File: config.mk
export PLATFORM = sky130hd
export DESIGN_NAME = gpio_event_capture
export DESIGN_NICKNAME = d
export VERILOG_FILES = /design/src/rtl/gpio_event_pkg.sv /design/src/rtl/gpio_debounce_ch.sv /design/src/rtl/gpio_event_capture.sv
export SDC_FILE = /design/constraint.sdc
export NUM_CORES = 1
export LEC_CHECK = 0
export ABC_AREA = 1
export BUFFER_PORTS_ARGS = -buffer_cell sky130_fd_sc_hd__buf_2
export CORE_MARGIN = 2
export CORE_UTILIZATION = 40
export CTS_CLUSTER_SIZE = 14
export DETAILED_ROUTE_END_ITERATION = 6
export PLACE_DENSITY = 0.69
export SYNTH_ARGS = -nofsm -noshare
export SYNTH_HDL_FRONTEND = slang
export SYNTH_SLANG_ARGS = --single-unit
File: constraint.sdc
create_clock -name clk -period 5.3 [get_ports clk]
set_clock_uncertainty 0.05 [all_clocks]
set_input_delay 1.06 -clock clk [delete_from_list [all_inputs] [get_ports clk]]
set_output_delay 1.06 -clock clk [all_outputs]
set_load 0.005 [all_outputs]
File: src/rtl/gpio_event_pkg.sv
// Shared constants for the GPIO event capture block: read-select codes and
// the CPU data-bus width. The optional falling-edge event logic is enabled
// with the GPIO_FALL_EVENT_EN macro.
`timescale 1ns/1ps
package gpio_event_pkg;

   // CPU data bus width; channel data is zero-extended up to this width
   localparam int DATA_W = 16;

   // Read-select codes on rd_sel
   localparam logic [1:0] RD_SEL_LEVEL = 2'd0;
   localparam logic [1:0] RD_SEL_RISE  = 2'd1;
   localparam logic [1:0] RD_SEL_FALL  = 2'd2;
   localparam logic [1:0] RD_SEL_RSVD  = 2'd3;

   typedef logic [DATA_W-1:0] data_t;

endpackage : gpio_event_pkg

File: src/rtl/gpio_debounce_ch.sv
// One GPIO channel: synchronizer chain, debounce counter, accepted level and
// registered edge pulses. The falling-edge pulse output only exists when
// GPIO_FALL_EVENT_EN is defined.
`timescale 1ns/1ps
module gpio_debounce_ch
   import gpio_event_pkg::*;
#(
   parameter int SYNC_STAGES = 2,
   parameter int DB_CYCLES   = 4,
   parameter int CNT_W       = $clog2(DB_CYCLES + 1)
) (
   input  logic clk_i,
   input  logic rst_i,
   input  logic pin_i,
   output logic level_o,
   output logic rise_o
`ifdef GPIO_FALL_EVENT_EN
   ,
   output logic fall_o
`endif
);

   // Counter value on which a differing level has been stable long enough
   localparam logic [CNT_W-1:0] CNT_LAST = CNT_W'(DB_CYCLES - 1);
   localparam logic [CNT_W-1:0] CNT_ONE  = CNT_W'(1);

   logic [SYNC_STAGES-1:0] sync_q;
   logic                   sync_s;
   logic [CNT_W-1:0]       cnt_q, cnt_d;
   logic                   level_q, level_d;
   logic                   rise_q, rise_d;
`ifdef GPIO_FALL_EVENT_EN
   logic                   fall_q, fall_d;
`endif

   assign sync_s = sync_q[SYNC_STAGES-1];

   // Synchronizer chain: the raw pin enters at bit 0, the last stage is safe to use
   always_ff @(posedge clk_i or posedge rst_i) begin
      if (rst_i) begin
         sync_q <= '0;
      end else begin
         sync_q <= {sync_q[SYNC_STAGES-2:0], pin_i};
      end
   end

   // Debounce decision: count consecutive cycles the synchronized input differs
   // from the accepted level, accept it once the run reaches DB_CYCLES
   always_comb begin
      cnt_d   = cnt_q;
      level_d = level_q;
      rise_d  = 1'b0;
`ifdef GPIO_FALL_EVENT_EN
      fall_d  = 1'b0;
`endif
      if (sync_s == level_q) begin
         cnt_d = '0;
      end else if (cnt_q == CNT_LAST) begin
         level_d = sync_s;
         cnt_d   = '0;
         rise_d  = sync_s;
`ifdef GPIO_FALL_EVENT_EN
         fall_d  = ~sync_s;
`endif
      end else begin
         cnt_d = cnt_q + CNT_ONE;
      end
   end

   // Counter, accepted level and edge pulses; pulses land on the same edge as the level change
   always_ff @(posedge clk_i or posedge rst_i) begin
      if (rst_i) begin
         cnt_q   <= '0;
         level_q <= 1'b0;
         rise_q  <= 1'b0;
`ifdef GPIO_FALL_EVENT_EN
         fall_q  <= 1'b0;
`endif
      end else begin
         cnt_q   <= cnt_d;
         level_q <= level_d;
         rise_q  <= rise_d;
`ifdef GPIO_FALL_EVENT_EN
         fall_q  <= fall_d;
`endif
      end
   end

   assign level_o = level_q;
   assign rise_o  = rise_q;
`ifdef GPIO_FALL_EVENT_EN
   assign fall_o  = fall_q;
`endif

endmodule : gpio_debounce_ch

File: src/rtl/gpio_event_capture.sv
// GPIO event capture: per-channel synchronize/debounce, sticky rise-event
// flags, registered clear-on-read CPU port and an interrupt line.
// Define GPIO_FALL_EVENT_EN to add sticky fall-event flags readable at
// rd_sel 2 and OR-ed into irq; otherwise rd_sel 2 reads as zero.
`timescale 1ns/1ps
module gpio_event_capture
   import gpio_event_pkg::*;
#(
   parameter int N_CH        = 16,
   parameter int SYNC_STAGES = 2,
   parameter int DB_CYCLES   = 4,
   parameter int CNT_W       = $clog2(DB_CYCLES + 1)
) (
   input  logic              clk,
   input  logic              rst,
   input  logic [N_CH-1:0]   gpio_in,
   output logic [N_CH-1:0]   db_level,
   output logic [N_CH-1:0]   rise_pulse,
   input  logic              rd_en,
   input  logic [1:0]        rd_sel,
   output logic [DATA_W-1:0] rd_data,
   output logic              rd_valid,
   output logic              irq
);

   logic [N_CH-1:0] rise_flag_q, rise_flag_d;
   logic            rd_rise;
   data_t           rd_data_q, rd_data_d;
   logic            rd_valid_q;
   logic            irq_q, irq_d;
`ifdef GPIO_FALL_EVENT_EN
   logic [N_CH-1:0] fall_pulse;
   logic [N_CH-1:0] fall_flag_q, fall_flag_d;
   logic            rd_fall;
`endif

   // One debounce channel per GPIO pin
   generate
      for (genvar gi = 0; gi < N_CH; gi++) begin : g_ch
         gpio_debounce_ch #(
            .SYNC_STAGES (SYNC_STAGES),
            .DB_CYCLES   (DB_CYCLES),
            .CNT_W       (CNT_W)
         ) u_ch (
            .clk_i   (clk),
            .rst_i   (rst),
            .pin_i   (gpio_in[gi]),
            .level_o (db_level[gi]),
            .rise_o  (rise_pulse[gi])
`ifdef GPIO_FALL_EVENT_EN
            ,
            .fall_o  (fall_pulse[gi])
`endif
         );
      end
   endgenerate

   assign rd_rise = rd_en && (rd_sel == RD_SEL_RISE);
`ifdef GPIO_FALL_EVENT_EN
   assign rd_fall = rd_en && (rd_sel == RD_SEL_FALL);
`endif

   // Sticky flags: a read clears every bit it returns, a new pulse on the same
   // edge still sets its bit so the event is reported by the following read
   always_comb begin
      rise_flag_d = (rd_rise ? '0 : rise_flag_q) | rise_pulse;
`ifdef GPIO_FALL_EVENT_EN
      fall_flag_d = (rd_fall ? '0 : fall_flag_q) | fall_pulse;
`endif
   end

   // Read mux: capture the selected word on a strobe, otherwise hold the last one
   always_comb begin
      rd_data_d = rd_data_q;
      if (rd_en) begin
         rd_data_d = '0;
         case (rd_sel)
            RD_SEL_LEVEL: rd_data_d[N_CH-1:0] = db_level;
            RD_SEL_RISE:  rd_data_d[N_CH-1:0] = rise_flag_q;
`ifdef GPIO_FALL_EVENT_EN
            RD_SEL_FALL:  rd_data_d[N_CH-1:0] = fall_flag_q;
`endif
            default:      rd_data_d = '0;
         endcase
      end
   end

   // Interrupt request follows the flag registers one cycle later
   always_comb begin
      irq_d = |rise_flag_q;
`ifdef GPIO_FALL_EVENT_EN
      irq_d = irq_d | (|fall_flag_q);
`endif
   end

   // Flag, read-port and interrupt registers
   always_ff @(posedge clk or posedge rst) begin
      if (rst) begin
         rise_flag_q <= '0;
`ifdef GPIO_FALL_EVENT_EN
         fall_flag_q <= '0;
`endif
         rd_data_q   <= '0;
         rd_valid_q  <= 1'b0;
         irq_q       <= 1'b0;
      end else begin
         rise_flag_q <= rise_flag_d;
`ifdef GPIO_FALL_EVENT_EN
         fall_flag_q <= fall_flag_d;
`endif
         rd_data_q   <= rd_data_d;
         rd_valid_q  <= rd_en;
         irq_q       <= irq_d;
      end
   end

   assign rd_data  = rd_data_q;
   assign rd_valid = rd_valid_q;
   assign irq      = irq_q;

endmodule : gpio_event_capture

# Word-level counts from Yosys, hierarchy flattened
# Cells that the tools add are included.
[classes]
addsub = 16
mul = 0
div_mod_pow = 0
magnitude_cmp = 0
eq_ne = 33
n_shift = 0
n_mux = 66
bitwise = 17
reduce_logical = 19
[op_table]
columns = ["operator", "count"]
rows = [
  ["$mux 3", 32],
  ["$add 3x1->3 const B", 16],
  ["$eq 3x2->1 const B", 16],
  ["$mux 1", 32],
  ["$pmux 16 s2", 1],
  ["$reduce_and 2->1", 16],
  ["$eq 1x1->1", 16],
  ["$mux 16", 1],
  ["$not 1->1", 16],
  ["$or 16x16->16", 1],
  ["$reduce_or 16->1", 1],
  ["$eq 2x1->1 const B", 1],
  ["$logic_not 2->1", 1],
  ["$logic_and 1x1->1", 1],
]
[totals]
regBits = 146
latchBits = 0
mem_bits_rw = 0
rom_bits = 0
output_inout_bits = 50
n_memories = 0

# Longest topological paths before layout
[depth]
word_depth = 4
mapped_depth = 6
mapped_depth_nobuf = 6

# By module
# Synthesis repeated with hierarchy kept, for this count alone.
[unflattened]
cells_unflattened = 592
area_unflattened_um2 = 5765.5
[by_module_without_submodules]
columns = ["module", "n_inst", "cells_each", "area_each_um2", "seq_area_each_um2"]
rows = [
  ["gpio_debounce_ch", 16, 28, 269.0, 175.2],
  ["gpio_event_capture", 1, 144, 1461.4, 850.8],
]

# Least setup slack after synthesis
# Ideal clock, no wire load.
[synth_timing]
path_kind = "input to register"
startpoint = "input rd_en"
endpoint = "register rise_flag_q[10]"
setup_time_ns = 0.118
arrival_ns = 1.566
required_time_ns = 5.132
slack_ns = 3.566
path_stages = 4
cell_sequence = "buf_4 nand3_4 buf_6 a21o_1"
[synth_via]
elab_chain_cells = 3
[synth_lines]
columns = ["element", "line", "text"]
rows = [
  ["start: declaration", "gpio_event_capture.sv:19", "input logic rd_en,"],
  ["$logic_and 1x1->1", "gpio_event_capture.sv:58", "assign rd_rise = rd_en && (rd_sel == RD_SEL_RISE);"],
  ["$mux 16", "gpio_event_capture.sv:66", "rise_flag_d = (rd_rise ? '0 : rise_flag_q) | rise_pulse;"],
  ["$or 16x16->16", "gpio_event_capture.sv:66", ""],
  ["named net rise_flag_d[10]", "gpio_event_capture.sv:26", "logic [N_CH-1:0] rise_flag_q, rise_flag_d;"],
  ["end signal: assignment", "gpio_event_capture.sv:107", "rise_flag_q <= rise_flag_d;"],
  ["end: declaration", "gpio_event_capture.sv:26", ""],
]
# The timed path passes the listed nets, and every way through them passes these cells.
# A chain may end at the register's enable or synchronous reset.

# Final worst setup path
[layout_timing]
startpoint = "register g_ch[0].u_ch.level_q"
endpoint = "output db_level[0]"
[layout_rtl]
columns = ["element", "line", "text"]
rows = [
  ["start: declaration", "gpio_debounce_ch.sv:30", "logic level_q, level_d;"],
  ["start signal: assignment", "gpio_debounce_ch.sv:81", "level_q <= level_d;"],
  ["end: declaration", "gpio_event_capture.sv:17", "output logic [N_CH-1:0] db_level,"],
]
# No word-level cell between the ends.

==> qor.yml <==
drtAntennaViolNets: 0
ys_seq_area_share_pct: 64.3
avgViaCountPerCell: 4.52
grt_pass1_vias: 3532
final.setup.tns_ps: 0
clockBufferDepth: 2
multi_input_area_mm2: 0.00151
wirelength_um: 10100
die_x_um: 123
cts_resized: 0
first_pass_iters: 4
synthArstFlopShare_pct: 100
ys_ff_latch: 146
path_depth: 1
synth-edff-count: 0
drc_errors: 0
slowest_stage: "dfrtp_1"
crit_family: "flip-flops"
cts_max_level: 4
drv_slew: 0
setup_viol: 0
drive_above_1_share_pct: 17.6
start_kind: "register"
post-place-ws_ps: 2760
p_leak_nw: 3.56
cts_setup_buffers: 0
worstPathCellList: "buf_2"
routedWlPerCell_um: 13.0
power.density_mw_per_mm2: 528
worstMarginPinSlew_ps: 860
clk_pin_slew_ps: 60
power_mw: 3.46
clock_latency_ps: 420
floorplan.io_pins: 71
antenna_found_initial: 0
dp_hpwl_um: 7050
min_delay_path_depth: 0
finalCritPeriodShare_pct: 40.0
die_area_mm2: 0.0152
numClockSinks: 146
yosysMostFrequentCell: "dfrtp_1"
fin_util_pct: 47.3
status: "finished clean"
area_growth_pct: 15.5
synth-main-ff-cell: "dfrtp_1"
yosys.area.top_type_share_pct: 64.3
cp.required_ps: 4190
grt_max_degree: 99
routabilityCongestion: 0.766
fin_ws_ps: 3180
worst-path-buf-inv: 1
groute.usage.overall_pct: 14.7
hold_class: "register to register"
postCtsHoldBufs: 0
fmax_ghz: 0.471
arrival_ps: 1010
n_fill_cell: 1259
cp-end-kind: "output port"
seq_area_mm2: 0.00365
ff2ff_path_depth: 2
synth_area_per_cell_um2: 10.5
overflow: 0
hold_viol_final: 0
relSlewSlack_pct: 42.7
tritoncts: "yes"
cp_max_fo: 4
synth_cells: 542
fin_crit_ps: 2120
grt_setup_unrepaired: "false"
synth_warnings: 0
die_y_um: 123
synth.net_count: 579
synth.distinct_cells: 18
dr.first_iter.drc_count: 278
coreArea_mm2: 0.0139
irDropWorstVdd_mv: 0.244
synth_area_leaders: "dfrtp_1, nand2_1, nor2_1, buf_4, inv_1"
numCtsBuffers: 17
max_cap_viol_count: 0
critical_path_class: "register to output port"
cts-root-buf: "clkbuf_16"
start_util_pct: 40.9
num_rows: 43
io_buffers: 70
fin_nets: 627
yosysTopAreaCell: "dfrtp_1"
grt_pass1_wl_um: 16600
diodes: 0
max_stage_delay_ps: 440
synthTopCellsByCount: "dfrtp_1, nand2_1, nor2_1"
syn-cell-area_mm2: 0.00568
num_vias: 3531
==> per-stage QoR <==
step / std cells / hold WS (ps) / instance area, um2
5_1_grt: 782 / 300 / 6560
2_1_floorplan: 542 / 281 / 5680
4_1_cts: 782 / 294 / 6560
6_report: 782 / 294 / 6560
3_5_place_dp: 751 / 285 / 5960
3_3_place_gp: 751 / 281 / 5960
==> registers in the layout, summed over array words and instances (netlist names) <==
register and flops:
g_ch.u_ch.cnt_q 48, g_ch.u_ch.sync_q 32, g_ch.u_ch.level_o 16, g_ch.u_ch.rise_o 16, rd_data 16, rise_flag_q 16
irq 1, rd_valid 1
==> cells by family after synthesis <==
group	count (synthesis)	synth area share, %
XOR/XNOR	16	2.47
flip-flops	146	64.3
adder cells (fa/ha/maj)	16	3.52
AO/OA/AOI/OAI	18	2.33
AND/OR/NAND/NOR	248	18.2
buffers and inverters	98	9.22
==> final timing paths <==
check	to	from	slack, ps
setup / recovery	db_level[0]	g_ch[0].u_ch.level_o$_DFFE_PP0P_	3180
hold / removal	g_ch[1].u_ch.sync_q[1]$_DFF_PP0_	g_ch[1].u_ch.sync_q[0]$_DFF_PP0_	290
setup reg to reg	g_ch[15].u_ch.cnt_q[0]$_DFF_PP0_	g_ch[15].u_ch.level_o$_DFFE_PP0P_	4230
hold reg to reg	g_ch[1].u_ch.sync_q[1]$_DFF_PP0_	g_ch[1].u_ch.sync_q[0]$_DFF_PP0_	290
max in group asynchronous	g_ch[4].u_ch.cnt_q[0]$_DFF_PP0_	rst	3280
min in group asynchronous	g_ch[2].u_ch.sync_q[1]$_DFF_PP0_	rst	730
==> layout make-up <==
class                   instances  share of cell area (%)
flip-flops and latches        146                    55.7
clock inverters                10                    2.02
multi-input cells             298                    22.9
well taps                     180                    3.43
clock buffers                  21                    7.17
inverters                      56                    3.32
repair buffers                 71                    5.45
==> placed cells by master (no fill, tap or decap) <==
| cell type | count |
|---|---|
| ha_1 | 16 |
| buf_4 | 1 |
| nor2_4 | 1 |
| a21o_1 | 16 |
| o21ai_0 | 1 |
| xnor2_1 | 16 |
| nand2_1 | 108 |
| clkbuf_1 | 1 |
| inv_6 | 1 |
| inv_1 | 53 |
| buf_2 | 70 |
| nor2_1 | 90 |
| inv_2 | 1 |
| nand3_1 | 32 |
| dfrtp_1 | 146 |
| clkinvlp_4 | 3 |
| inv_4 | 1 |
| clkbuf_8 | 3 |
| bufinv_16 | 3 |
| nand4_1 | 16 |
| nand3_4 | 1 |
| o21bai_1 | 1 |
| clkbuf_16 | 17 |
| clkinv_2 | 4 |
==> power breakdown <==
group / internal (mW) / switching, mW
sequential: 1.37 / 0.198
combinational: 0.310 / 0.384
clock: 0.770 / 0.430
total: 2.45 / 1.01
==> layer usage <==
metal	share of wire, %	vias up	wire length (um)	track usage, %
met1	45	1694	4560	18.5
met5	0	-	0	0
li1	-	1752	-	-
met3	5.2	16	525	4.98
met2	48	69	4820	22.7
met4	2.3	0	231	7.24
Note: power is estimated with default switching activity, not from simulation.
